$ cat src/rtl/custom_apb_key_pkg.sv
// Shared constants for the key input peripheral and its APB register wrapper.
package custom_apb_key_pkg;

    // Status words presented to the register wrapper are always this wide.
    localparam int MAX_KEYS      = 32;

    // 10 ms of stable level at 50 MHz before a new key level is accepted.
    localparam int DEF_DB_CYCLES = 500000;

    // Counter width that can hold DEF_DB_CYCLES-1.
    localparam int DEF_CNT_W     = 20;

endpackage

$ cat src/rtl/custom_apb_key_if.sv
// Signal bundle between the key peripheral and its register wrapper / pads.
// keyIn and keyClr are sampled on every clk edge: keyClr is a one-cycle
// write-1-to-clear strobe with no valid/ready pairing. keyState, keyEvent and
// keyIrq are registered levels that are valid on every cycle.
interface custom_apb_key_if #(
    parameter int KEY_NUM = 4
);
    logic [KEY_NUM-1:0]                       keyIn;
    logic [KEY_NUM-1:0]                       keyClr;
    logic [custom_apb_key_pkg::MAX_KEYS-1:0]  keyState;
    logic [custom_apb_key_pkg::MAX_KEYS-1:0]  keyEvent;
    logic                                     keyIrq;

    modport master (
        output keyIn,
        output keyClr,
        input  keyState,
        input  keyEvent,
        input  keyIrq
    );

    modport slave (
        input  keyIn,
        input  keyClr,
        output keyState,
        output keyEvent,
        output keyIrq
    );
endinterface

$ cat src/rtl/custom_apb_key_debounce.sv
// One key: two-flop synchroniser, debounce counter and accepted (stable) level.
// Levels are active-low at the pad: stable = 1 means released.
module custom_apb_key_debounce #(
    parameter int CNT_W     = 20,
    parameter int DB_CYCLES = 500000
) (
    input  logic clk,
    input  logic rst,
    input  logic key_in,
    output logic stable_o,
    output logic press_o
);

    localparam logic [CNT_W-1:0] CNT_LAST = CNT_W'(DB_CYCLES - 1);

    logic             s1_q, s1_d;
    logic             s2_q, s2_d;
    logic             stable_q, stable_d;
    logic             press_q, press_d;
    logic [CNT_W-1:0] cnt_q, cnt_d;

    // Count consecutive cycles the synchronised level disagrees with the
    // accepted level; any agreement restarts the count, so it never wraps.
    always_comb begin
        s1_d     = key_in;
        s2_d     = s1_q;
        stable_d = stable_q;
        cnt_d    = '0;
        if (s2_q != stable_q) begin
            if (cnt_q == CNT_LAST) begin
                stable_d = s2_q;
            end else begin
                cnt_d = cnt_q + 1'b1;
            end
        end
        // Press = accepted level falls from released to pressed.
        press_d = stable_q & ~stable_d;
    end

    // State registers; reset puts the key in the released state.
    always_ff @(posedge clk or negedge rst) begin
        if (!rst) begin
            s1_q     <= 1'b1;
            s2_q     <= 1'b1;
            stable_q <= 1'b1;
            press_q  <= 1'b0;
            cnt_q    <= '0;
        end else begin
            s1_q     <= s1_d;
            s2_q     <= s2_d;
            stable_q <= stable_d;
            press_q  <= press_d;
            cnt_q    <= cnt_d;
        end
    end

    assign stable_o = stable_q;
    assign press_o  = press_q;

endmodule

$ cat src/rtl/custom_apb_key.sv
// Debounced push-button peripheral: live pressed levels, sticky press flags
// (write-1-to-clear) and a level interrupt while any flag is set.
module custom_apb_key
    import custom_apb_key_pkg::*;
#(
    parameter int KEY_NUM   = 4,
    parameter int CNT_W     = DEF_CNT_W,
    parameter int DB_CYCLES = DEF_DB_CYCLES
) (
    input  logic               clk,
    input  logic               rst,
    custom_apb_key_if.slave    bus
);

    logic [KEY_NUM-1:0] stable;
    logic [KEY_NUM-1:0] press;

    logic [KEY_NUM-1:0] key_state_q, key_state_d;
    logic [KEY_NUM-1:0] key_event_q, key_event_d;
    logic               key_irq_q, key_irq_d;

    for (genvar i = 0; i < KEY_NUM; i++) begin : g_key
        custom_apb_key_debounce #(
            .CNT_W     (CNT_W),
            .DB_CYCLES (DB_CYCLES)
        ) u_db (
            .clk      (clk),
            .rst      (rst),
            .key_in   (bus.keyIn[i]),
            .stable_o (stable[i]),
            .press_o  (press[i])
        );
    end

    // Press pulse lands on the same edge the pressed level rises; a press
    // arriving together with a clear strobe keeps the flag set.
    always_comb begin
        key_state_d = ~stable;
        key_event_d = (key_event_q & ~bus.keyClr) | press;
        key_irq_d   = |key_event_d;
    end

    // Status registers; interrupt tracks next-state flags so it moves with them.
    always_ff @(posedge clk or negedge rst) begin
        if (!rst) begin
            key_state_q <= '0;
            key_event_q <= '0;
            key_irq_q   <= 1'b0;
        end else begin
            key_state_q <= key_state_d;
            key_event_q <= key_event_d;
            key_irq_q   <= key_irq_d;
        end
    end

    assign bus.keyState = MAX_KEYS'(key_state_q);
    assign bus.keyEvent = MAX_KEYS'(key_event_q);
    assign bus.keyIrq   = key_irq_q;

endmodule

$ cat src/flat_wrapper.sv
// flat-port wrapper written by rule: the top's interface ports become plain ports
module custom_apb_key_flat import custom_apb_key_pkg::*;
#(
    parameter int KEY_NUM   = 4,
    parameter int CNT_W     = DEF_CNT_W,
    parameter int DB_CYCLES = DEF_DB_CYCLES
)
  (clk, rst, bus_keyIn, bus_keyClr, bus_keyState, bus_keyEvent, bus_keyIrq);
  custom_apb_key_if #(.KEY_NUM(KEY_NUM)) bus_i ();
  input  logic clk;
  input  logic rst;
  input wire logic [$bits(bus_i.keyIn)-1:0] bus_keyIn;
  input wire logic [$bits(bus_i.keyClr)-1:0] bus_keyClr;
  output wire logic [$bits(bus_i.keyState)-1:0] bus_keyState;
  output wire logic [$bits(bus_i.keyEvent)-1:0] bus_keyEvent;
  output wire logic [$bits(bus_i.keyIrq)-1:0] bus_keyIrq;
  assign bus_i.keyIn = bus_keyIn;
  assign bus_i.keyClr = bus_keyClr;
  assign bus_keyState = bus_i.keyState;
  assign bus_keyEvent = bus_i.keyEvent;
  assign bus_keyIrq = bus_i.keyIrq;
  custom_apb_key #(.KEY_NUM(KEY_NUM), .CNT_W(CNT_W), .DB_CYCLES(DB_CYCLES)) u_core (.clk(clk), .rst(rst), .bus(bus_i));
endmodule
$ cat config.mk
export PLATFORM = sky130hd
export DESIGN_NAME = custom_apb_key_flat
export DESIGN_NICKNAME = d
export VERILOG_FILES = /design/src/rtl/custom_apb_key_pkg.sv /design/src/rtl/custom_apb_key_if.sv /design/src/rtl/custom_apb_key_debounce.sv /design/src/rtl/custom_apb_key.sv /design/src/flat_wrapper.sv
export SDC_FILE = /design/constraint.sdc
export NUM_CORES = 1
export LEC_CHECK = 0
export BUFFER_PORTS_ARGS = -buffer_cell sky130_fd_sc_hd__buf_2
export CORE_MARGIN = 2
export CORE_UTILIZATION = 25
export DETAILED_ROUTE_END_ITERATION = 6
export RECOVER_POWER = 100
export SYNTH_ARGS = -nofsm -noshare
export SYNTH_HDL_FRONTEND = slang
export SYNTH_HIERARCHICAL = 1
export SYNTH_SLANG_ARGS = --single-unit
$ cat constraint.sdc
create_clock -name clk -period 2.94 [get_ports clk]
set_input_delay 0.441 -clock clk [delete_from_list [all_inputs] [get_ports clk]]
set_output_delay 0.441 -clock clk [all_outputs]
set_load 0.01 [all_outputs]
==> impl_metrics.json <==
{
  "status": "completed",
  "ys_warn_count": 6,
  "grtUsageTotal": 0.0867,
  "cts_resized": 0,
  "cts_made_buffers": 9,
  "overflow": 0,
  "cts_setup_buffers": 0,
  "start_util": 0.254,
  "diodes": 0,
  "max_slew_margin": 0.224,
  "viasPerCell": 4.21,
  "pre_cts_ws_ps": 881,
  "p_int_w": 0.00224,
  "tns_ps": 0,
  "areaGrowthSynthToFinish_pct": 7.94,
  "cp-end-kind": "flip-flop",
  "cts_tree": "built",
  "postRouteAntennaNets": 0,
  "crit_type": "reg2reg",
  "hold_violations": 0,
  "drt_iter0_drc": 236,
  "utilization": 0.274,
  "syn_area_mm2": 0.00552,
  "yosysSeqAreaShare": 0.479,
  "power_switching_w": 0.000645,
  "die_area_mm2": 0.0233,
  "vias": 3530,
  "post-route-min-period_ps": 2300,
  "final_cells": 838,
  "syn_avg_cell_area_um2": 10.4,
  "peakVddDrop_v": 0.000287,
  "post_drt_wl_per_cell_um": 11.4,
  "clk_pin_slew_ps": 70,
  "p_sw_frac": 0.224,
  "io_pins": 75,
  "p_comb_frac": 0.040,
  "max_freq_mhz": 435,
  "final_common_cell": "dfrtp_1",
  "drive_gt1_frac": 0.127,
  "required_ps": 3130,
  "ys_types": 34,
  "fin_skew_ps": 8.55,
  "worstMarginPinSlew_ps": 1160,
  "wl_mm": 9.58,
  "power.leakage_nw": 2.41,
  "hold_buffers": 0,
  "io_buffers": 18,
  "synth_top_area_frac": 0.422,
  "report.final.slew_viol_count": 0,
  "hold_ws_ps": 179,
  "drt_pass1_iterations": 4,
  "grt_pass1_wl_mm": 16.6,
  "place.detailed.hpwl_mm": 6.75,
  "antenna_found_initial": 0,
  "die_w_um": 153,
  "power_frac_clock": 0.443,
  "cp_max_fo": 17,
  "dp_cells": 822,
  "clock_latency_ps": 350,
  "setup_viol": 0,
  "die_h_um": 153,
  "start_kind": "flip-flop",
  "clock_sinks": 105,
  "setup_ws_ps": 643,
  "p_per_area_mw_per_mm2": 484,
  "hold_path_class": "in2reg",
  "ys_ff_latch": 105,
  "cts_root_buffer": "clkbuf_16",
  "core-area_mm2": 0.0218,
  "drc_errors": 0,
  "synthCells": 531,
  "drv_cap": 0,
  "nNetsFinal": 567,
  "cts_max_level": 3,
  "synth_top_area_cell": "dfrtp_1",
  "fp-row-count": 54,
  "rsz0062_at_grt": "no",
  "seqPwrFrac": 0.517,
  "synthTopCellsByArea": "dfrtp_1 (42%), xnor2_1 (8.3%), buf_4 (8.2%)",
  "grt_pass1_vias": 3357,
  "mostFrequentLayoutCells": "dfrtp_1 (93), nor2_1 (76), conb_1 (56)",
  "critical_path_arrival_ps": 2480,
  "grt_max_degree": 45,
  "fin_crit_sh": 0.781,
  "cts_buffer_depth": 2,
  "gp_congestion": 0.762
}
## stage by stage
stage	power, W	instance area [um^2]
final	0.00288	5950
after global routing	0.00301	5950
after CTS	0.00294	6040
after detailed placement	0.00164	5720
after global placement	0.00164	5720
after floorplan	0.00165	5720
## critical path, cell delays in order, from the launching register on
cell and delay (ps):
dfrtp_1 410, ha_1 260, and4_2 260, nand4_1 140, o21ai_1 940, nor2_1 120
## final timing paths
kind                                                         start  slack, ps  cells past startpoint                                        to
hold / removal                                        bus_keyIn[3]        180                      1       u_core/g_key[3].u_db/s1_q$_DFF_PN1_
setup / recovery           u_core/g_key[0].u_db/cnt_q[0]$_DFF_PN0_        640                      5  u_core/g_key[0].u_db/cnt_q[11]$_DFF_PN0_
hold reg to reg                u_core/g_key[1].u_db/s1_q$_DFF_PN1_        360                      0       u_core/g_key[1].u_db/s2_q$_DFF_PN1_
setup reg to reg           u_core/g_key[0].u_db/cnt_q[0]$_DFF_PN0_        640                      5  u_core/g_key[0].u_db/cnt_q[11]$_DFF_PN0_
max in group asynchronous                                      rst       1010                      2           u_core/key_state_q[1]$_DFF_PN0_
min in group asynchronous                                      rst        280                      1           u_core/key_event_q[0]$_DFF_PN0_
## registers in the layout, indices dropped and copies added, names as in the netlist
name,count
u_core/g_key.u_db/s2_q,4
u_core/g_key.u_db/s1_q,4
u_core/g_key.u_db/cnt_q,80
u_core/key_event_q,4
u_core/bus.keyIrq,1
u_core/g_key.u_db/press_o,4
u_core/g_key.u_db/stable_o,4
u_core/key_state_q,4
## logic make-up after synthesis
kind of cell / after synthesis / synth area share
compound gates: 24 / 0.0309
xor+xnor: 64 / 0.102
fa+ha+maj: 4 / 0.00907
buf+inv: 80 / 0.0962
flops: 105 / 0.479
mux: 12 / 0.0227
other cells: 1 / 0.000680
simple gates: 241 / 0.260
## area by class of cell
type / instances / area, um^2
Inverter: 16 / 60.1
Clock buffer: 11 / 233
Sequential cell: 105 / 2640
Fill cell: 2273 / 15800
Timing Repair Buffer: 20 / 86.3
Multi-Input combinational cell: 401 / 2500
Clock inverter: 5 / 81.3
Tap cell: 280 / 350
## routing by layer
| layer | track usage | routed length, um | vias to the layer above |
|---|---|---|---|
| li1 | - | - | 1768 |
| met1 | 0.122 | 4920 | 1682 |
| met2 | 0.126 | 4170 | 70 |
| met3 | 0.0262 | 364 | 10 |
| met4 | 0.0309 | 121 | 0 |
| met5 | 0 | 0 | - |
## cells in the mapped netlist, drive strengths merged
| cell type | number |
|---|---|
| a21o | 4 |
| inv | 16 |
| xor2 | 12 |
| nand2 | 32 |
| and2 | 4 |
| dfrtp | 93 |
| or2 | 8 |
| nand3 | 28 |
| buf | 64 |
| nor2 | 76 |
| nand4 | 24 |
| ha | 4 |
| o31ai | 4 |
| or4 | 5 |
| nor3 | 24 |
| dfstp | 12 |
| mux2 | 4 |
| a21oi | 8 |
| and4 | 8 |
| conb | 1 |
| o21ai | 8 |
| mux2i | 8 |
| nor4 | 20 |
| xnor2 | 52 |
| nor4b | 12 |
## power by group through the flow
stage | Combinational (W) | Clock [W] | Sequential (W)
after CTS | 0.000124 | 0.00133 | 0.00149
after global placement | 0.000123 | 0 | 0.00152
after detailed placement | 0.000124 | 0 | 0.00152
final | 0.000116 | 0.00128 | 0.00149
after global routing | 0.000135 | 0.00138 | 0.00149
after floorplan | 0.000138 | 0 | 0.00151
No activity file was read; power rests on OpenSTA's default activity.
